File: src/rtl/axis_cpu_loader.sv
// AXI-Stream program loader: turns header+payload packets into write strobes
// for the CPU's instruction memory, immediates table and jump offsets table.
module axis_cpu_loader #(
    parameter int CODE_ADDR_WIDTH = 10,
    parameter int INST_WIDTH      = 32
) (
    input  logic                       clk,
    input  logic                       rst,
    input  logic [31:0]                s_axis_tdata,
    input  logic                       s_axis_tvalid,
    output logic                       s_axis_tready,
    input  logic                       s_axis_tlast,
    input  logic                       cpu_idle,
    output logic                       cpu_hold,
    output logic                       inst_wr_en,
    output logic [CODE_ADDR_WIDTH-1:0] inst_wr_addr,
    output logic [INST_WIDTH-1:0]      inst_wr_data,
    output logic                       imm_wr_en,
    output logic [3:0]                 imm_wr_addr,
    output logic [31:0]                imm_wr_data,
    output logic                       jmp_off_wr_en,
    output logic [3:0]                 jmp_off_wr_addr,
    output logic [7:0]                 jmp_off_wr_data,
    output logic                       load_done,
    output logic                       load_err
);

    typedef enum logic [1:0] {IDLE, LOAD, DRAIN, FINISH} state_t;

    localparam logic [1:0]  TGT_INST   = 2'b00;
    localparam logic [1:0]  TGT_IMM    = 2'b01;
    localparam logic [1:0]  TGT_JMP    = 2'b10;
    localparam logic [1:0]  TGT_RSVD   = 2'b11;
    localparam logic [16:0] INST_LIMIT = 17'(1 << CODE_ADDR_WIDTH);
    localparam logic [16:0] TBL_LIMIT  = 17'd16;

    state_t      state, next_state;
    logic [1:0]  target_q, target_d;
    logic [16:0] addr_q, addr_d;
    logic        err_q, err_d;
    logic        wr_fire;
    logic        beat;
    logic [16:0] hdr_limit, cur_limit;

    assign beat = s_axis_tvalid && s_axis_tready;

    // The address counter is one bit wider than the header field so that
    // running past the table end is detected instead of wrapping to zero.
    always_comb begin
        next_state = state;
        target_d   = target_q;
        addr_d     = addr_q;
        err_d      = err_q;
        wr_fire    = 1'b0;
        hdr_limit  = (s_axis_tdata[31:30] == TGT_INST) ? INST_LIMIT : TBL_LIMIT;
        cur_limit  = (target_q == TGT_INST) ? INST_LIMIT : TBL_LIMIT;
        case (state)
            IDLE: begin
                if (beat) begin
                    target_d = s_axis_tdata[31:30];
                    addr_d   = {1'b0, s_axis_tdata[15:0]};
                    err_d    = (s_axis_tdata[31:30] == TGT_RSVD) ||
                               ({1'b0, s_axis_tdata[15:0]} >= hdr_limit);
                    if (s_axis_tlast)
                        next_state = FINISH;
                    else if (err_d)
                        next_state = DRAIN;
                    else
                        next_state = LOAD;
                end
            end
            LOAD: begin
                if (beat) begin
                    if (addr_q >= cur_limit) begin
                        err_d      = 1'b1;
                        next_state = s_axis_tlast ? FINISH : DRAIN;
                    end else begin
                        wr_fire = 1'b1;
                        addr_d  = addr_q + 17'd1;
                        if (s_axis_tlast)
                            next_state = FINISH;
                    end
                end
            end
            DRAIN: begin
                if (beat && s_axis_tlast)
                    next_state = FINISH;
            end
            FINISH: begin
                next_state = IDLE;
            end
            default: next_state = IDLE;
        endcase
    end

    // Every output is a register loaded from next-cycle decisions, so the
    // completion pulse lands in the same cycle as the final write strobe.
    always_ff @(posedge clk) begin
        if (rst) begin
            state           <= IDLE;
            target_q        <= TGT_INST;
            addr_q          <= '0;
            err_q           <= 1'b0;
            s_axis_tready   <= 1'b0;
            cpu_hold        <= 1'b0;
            inst_wr_en      <= 1'b0;
            inst_wr_addr    <= '0;
            inst_wr_data    <= '0;
            imm_wr_en       <= 1'b0;
            imm_wr_addr     <= '0;
            imm_wr_data     <= '0;
            jmp_off_wr_en   <= 1'b0;
            jmp_off_wr_addr <= '0;
            jmp_off_wr_data <= '0;
            load_done       <= 1'b0;
            load_err        <= 1'b0;
        end else begin
            state         <= next_state;
            target_q      <= target_d;
            addr_q        <= addr_d;
            err_q         <= err_d;
            s_axis_tready <= ((next_state == IDLE) && cpu_idle) ||
                             (next_state == LOAD) || (next_state == DRAIN);
            inst_wr_en    <= 1'b0;
            imm_wr_en     <= 1'b0;
            jmp_off_wr_en <= 1'b0;
            load_done     <= (next_state == FINISH) && !err_d;
            load_err      <= (next_state == FINISH) && err_d;

            if ((state == IDLE) && beat)
                cpu_hold <= 1'b1;
            else if (state == FINISH)
                cpu_hold <= 1'b0;

            if (wr_fire) begin
                case (target_q)
                    TGT_INST: begin
                        inst_wr_en   <= 1'b1;
                        inst_wr_addr <= addr_q[CODE_ADDR_WIDTH-1:0];
                        inst_wr_data <= s_axis_tdata[INST_WIDTH-1:0];
                    end
                    TGT_IMM: begin
                        imm_wr_en   <= 1'b1;
                        imm_wr_addr <= addr_q[3:0];
                        imm_wr_data <= s_axis_tdata;
                    end
                    TGT_JMP: begin
                        jmp_off_wr_en   <= 1'b1;
                        jmp_off_wr_addr <= addr_q[3:0];
                        jmp_off_wr_data <= s_axis_tdata[7:0];
                    end
                    default: ;
                endcase
            end
        end
    end

endmodule

File: config.mk
export PLATFORM = sky130hd
export DESIGN_NAME = axis_cpu_loader
export DESIGN_NICKNAME = d
export VERILOG_FILES = /design/src/rtl/axis_cpu_loader.sv
export SDC_FILE = /design/constraint.sdc
export NUM_CORES = 1
export LEC_CHECK = 0
export CORE_UTILIZATION = 33
export CTS_BUF_LIST = sky130_fd_sc_hd__clkbuf_8
export DETAILED_ROUTE_END_ITERATION = 6
export PLACE_DENSITY = 0.69
export SLEW_MARGIN = 0
export SYNTH_ARGS = -nofsm -noshare
export SYNTH_HDL_FRONTEND = slang
export SYNTH_SLANG_ARGS = --single-unit
export TNS_END_PERCENT = 10
File: constraint.sdc
create_clock -name clk -period 3.7 [get_ports clk]
set_input_delay 0.555 -clock clk [delete_from_list [all_inputs] [get_ports clk]]
set_output_delay 0.555 -clock clk [all_outputs]
set_load 0.01 [all_outputs]
==> results_tabular.tex <==
\begin{tabular}{lr}
\hline
Metric & Value \\
\hline
\multicolumn{2}{l}{\textbf{Floorplanning}} \\
Floorplan core area & 14500 um2 \\
Chip height & 124 um \\
Starting density of the core & 33.8\% \\
Cell Rows & 44 \\
Horizontal die dimension & 124 um \\
I/O pin count & 134 \\
Die outline area & 15400 um2 \\
\multicolumn{2}{l}{\textbf{Global routing}} \\
Wire length of the first global-routing pass & 21500 um \\
Routing usage on met3 & 7.88\% \\
Global-route layer with the greatest usage & met2 \\
Met2 track demand over resource in global routing & 28.2\% \\
Total gr overflow & 0 \\
Via count of the first global-routing pass & 4104 \\
Met1 Resource Use GR & 22.7\% \\
Antenna violations before repair & 0 \\
Largest net degree at the start of global routing & 70 \\
Global Route Usage Sum & 18.6\% \\
\multicolumn{2}{l}{\textbf{Power}} \\
Logic gate share of total power & 11.4\% \\
Largest voltage drop on the vdd net & 0.000255 V \\
Cell internal power dissipation & 2.04 mW \\
P\_sw & 0.729 mW \\
Total power per unit cell area & 410 nW/um2 \\
Sequential fraction of design power & 49.2\% \\
Leak Pwr & 2.67 nW \\
Switching part of the total & 26.4\% \\
Clock power frac & 39.4\% \\
\multicolumn{2}{l}{\textbf{Route}} \\
1st-iter DRT viols & 316 \\
Pre-Repair DR Iteration Count & 5 \\
Routed wire per std cell & 16.5 um \\
Total via count in the routed design & 4323 \\
Routed WL & 13800 um \\
Routed vias/inst & 5.15 \\
Antenna Nets Post-Route & 0 \\
DRC errors left & 0 \\
\multicolumn{2}{l}{\textbf{Synthesis}} \\
Synth async-reset ratio & 0\% \\
Leading register cell type out of synthesis & dfxtp\_1 \\
Most repeated cell in the gate-level netlist after synthesis & dfxtp\_1 \\
Share of Yosys cell area claimed by the top area cell type & 48.5\% \\
Cells taking the most area after synthesis & dfxtp\_1 (48\%), mux2i\_1 (19\%), nor2\_1 (8.2\%) \\
Number of nets produced by synthesis & 557 \\
Sequential cell area fraction in the yosys report & 48.5\% \\
Library cell with the largest summed area after synthesis & dfxtp\_1 \\
Post-synthesis register bit count & 119 \\
Number of enable-type register cells in the synthesized netlist & 0 \\
Combined area of all synthesized cells & 4910 um2 \\
List of most frequent post-synthesis cells & dfxtp\_1 (119), nor2\_1 (108), mux2i\_1 (91), clkbuf\_1 (24), nand2\_1 (20) \\
Post-synthesis cell count & 514 \\
Avg Inst Size Synth & 9.56 um2 \\
Count of synthesis-stage warnings from yosys & 0 \\
Post-synth cell types & 48 \\
\multicolumn{2}{l}{\textbf{CTS}} \\
CTS Hold Bufs & 0 \\
Cell at the root of the clock tree & clkbuf\_8 \\
Number of CTS-inserted buffers & 17 \\
Number of cells upsized or downsized after cts & 0 \\
Worst-Skew Late Latency & 440 ps \\
Buffers from clock root to sink, at most & 2 \\
Number of H-tree levels & 4 \\
Clock tree sinks & 119 \\
Clock-pin transition on the worst setup and hold timing paths & 70 ps \\
Number of post-CTS setup repair buffers & 0 \\
TritonCTS clock tree & yes \\
\multicolumn{2}{l}{\textbf{STA}} \\
Relative slew slack & 33.3\% \\
Final-report setup violation count & 0 \\
Unrepaired setup endpoints after global routing & no \\
Tcrit/Tclk final & 89.9\% \\
Hold slack final & 484 ps \\
Setup TNS & 0 ps \\
Final count of hold timing violations & 0 \\
Pin slew with the least headroom to its limit & 991 ps \\
Skew final & 8.10 ps \\
Peak clock frequency supported by timing & 301 MHz \\
Max-slew violation count & 0 \\
Final Critical Period & 3330 ps \\
\multicolumn{2}{l}{\textbf{Setup path}} \\
Worst path required time & 4010 ps \\
Sort of element at the start of the critical path & register \\
Slack of the worst reg-to-reg path & 370 ps \\
Cell repeated most along the worst path & or4\_4 \\
Worst Setup Path Type & register to register \\
Slowest stage cell on the critical path & or4\_4 \\
Startpoint of the most critical register-to-register path & target\_q[1] \\
Arrival time reported for the critical path endpoint & 3640 ps \\
Largest incremental delay on the critical path & 950 ps \\
Maximum fanout count along the critical path & 43 \\
Cell depth of the worst flop-to-flop path & 7 \\
Ordered cell list for the critical path & or2\_2 > ha\_1 > or4\_4 > or4\_1 > or4\_4 > mux2i\_1 > nor2\_1 \\
Critical R2R Capture & inst\_wr\_data[16] \\
Setup crit start & target\_q[1] \\
Endpoint class of the critical path & register \\
\multicolumn{2}{l}{\textbf{Run}} \\
Total of max-cap violations & 0 \\
\multicolumn{2}{l}{\textbf{Place}} \\
Half-perimeter wire length after placement & 9740 um \\
Weighted congestion reported at the end of routability-driven placement & 0.912 \\
Placed cell areas & 6380 um2 \\
Number of input and output port buffers inserted & 133 \\
\multicolumn{2}{l}{\textbf{Finish}} \\
Syn-to-layout area delta & 37.3\% \\
Utilization after layout & 46.4\% \\
Filler Cells Inserted & 1417 \\
Final std cell area, no fill & 6750 um2 \\
Ant. Diodes & 0 \\
Share of post-route cells with drive strength above 1 & 7.63\% \\
Final net count & 685 \\
\multicolumn{2}{l}{\textbf{Hold path}} \\
Start point of the worst min-delay path & addr\_q[16] \\
Hold WC Path Type & register to register \\
Count of cells along the worst hold path & 1 \\
Endpoint, Worst Hold & addr\_q[16] \\
\multicolumn{2}{l}{\textbf{Status}} \\
Outcome & finished, final reports clean \\
\hline
\end{tabular}
[worst max-delay path, delay by kind of cell, from the launching register on]
kind	cells	cell delay, ps
fa+ha+maj	1	220
mux	1	280
flops	1	330
simple gates	5	2360
[power groups by stage]
stage | logic (mW) | registers (mW) | clock network [mW]
after global placement | 0.303 | 1.39 | 0
after detailed placement | 0.309 | 1.39 | 0
after global routing | 0.340 | 1.37 | 1.19
final | 0.314 | 1.36 | 1.09
after floorplan | 0.193 | 1.37 | 0
after CTS | 0.311 | 1.36 | 1.12
[through the flow]
stage               setup WS [ps]  power, mW  cells
floorplan                     836       1.56    514
global placement              446       1.69    807
detailed placement            412       1.70    807
CTS                           379       2.79    839
global route                  247       2.89    839
finish                        373       2.77    839
[cell type report]
class	count	area (um2)	share of cell area, %
inverter	8	30.0	0.445
timing repair buffer	145	1420	21.0
multi-input combinational	351	2310	34.3
clock inverter	11	82.6	1.22
sequential	119	2380	35.3
tap	184	230	3.41
clock buffer	21	289	4.28
[sequential cells by signal (all words and copies together) (netlist names), 2 cells and up]
register / count
addr_q: 17
imm_wr_addr: 4
imm_wr_data: 32
inst_wr_addr: 10
inst_wr_data: 32
jmp_off_wr_addr: 4
jmp_off_wr_data: 8
state: 2
target_q: 2
[cell usage in the layout (no fill, tap or decap), types with 3 or more instances in the layout]
cell type / synthesis / routed
ha_1: 6 / 6
o31ai_1: 6 / 6
a211oi_1: 4 / 4
nor4_1: 7 / 6
dfxtp_1: 119 / 119
o21ai_0: 14 / 14
and3_1: 3 / 3
nand3_1: 14 / 14
nand2_1: 20 / 20
mux2i_1: 91 / 91
a32o_1: 3 / 3
inv_1: 8 / 11
a21oi_1: 19 / 19
clkinv_2: 0 / 5
clkdlybuf4s50_1: 0 / 132
buf_4: 5 / 13
nor2_1: 108 / 108
nand2b_1: 3 / 3
and2_1: 3 / 3
o22ai_1: 3 / 3
clkbuf_8: 0 / 21
or4_1: 4 / 4
a31oi_1: 7 / 7
o211ai_1: 3 / 3
[how the worst max path moves through the flow]
stage,endpoint,cells after the start
floorplan,inst_wr_data[16],10
CTS,inst_wr_data[22],7
global route,inst_wr_data[22],7
global placement,inst_wr_data[22],7
detailed placement,inst_wr_data[22],7
finish,inst_wr_data[16],7
[layer usage]
metal  routed length, um  vias to the layer above
li1                    -                     2071
met3                1450                       30
met2                6280                      198
met4                 326                        0
met5                   0                        -
met1                5780                     2024
[kinds of logic after synthesis]
group | synth area share (%)
AOI/OAI and AO/OA | 9.85
adders and majority gates | 1.53
buffers and inverters | 4.56
DFF | 48.5
muxes | 18.5
and+or+nand+nor | 17.1
(Power assumes the default switching activity.)
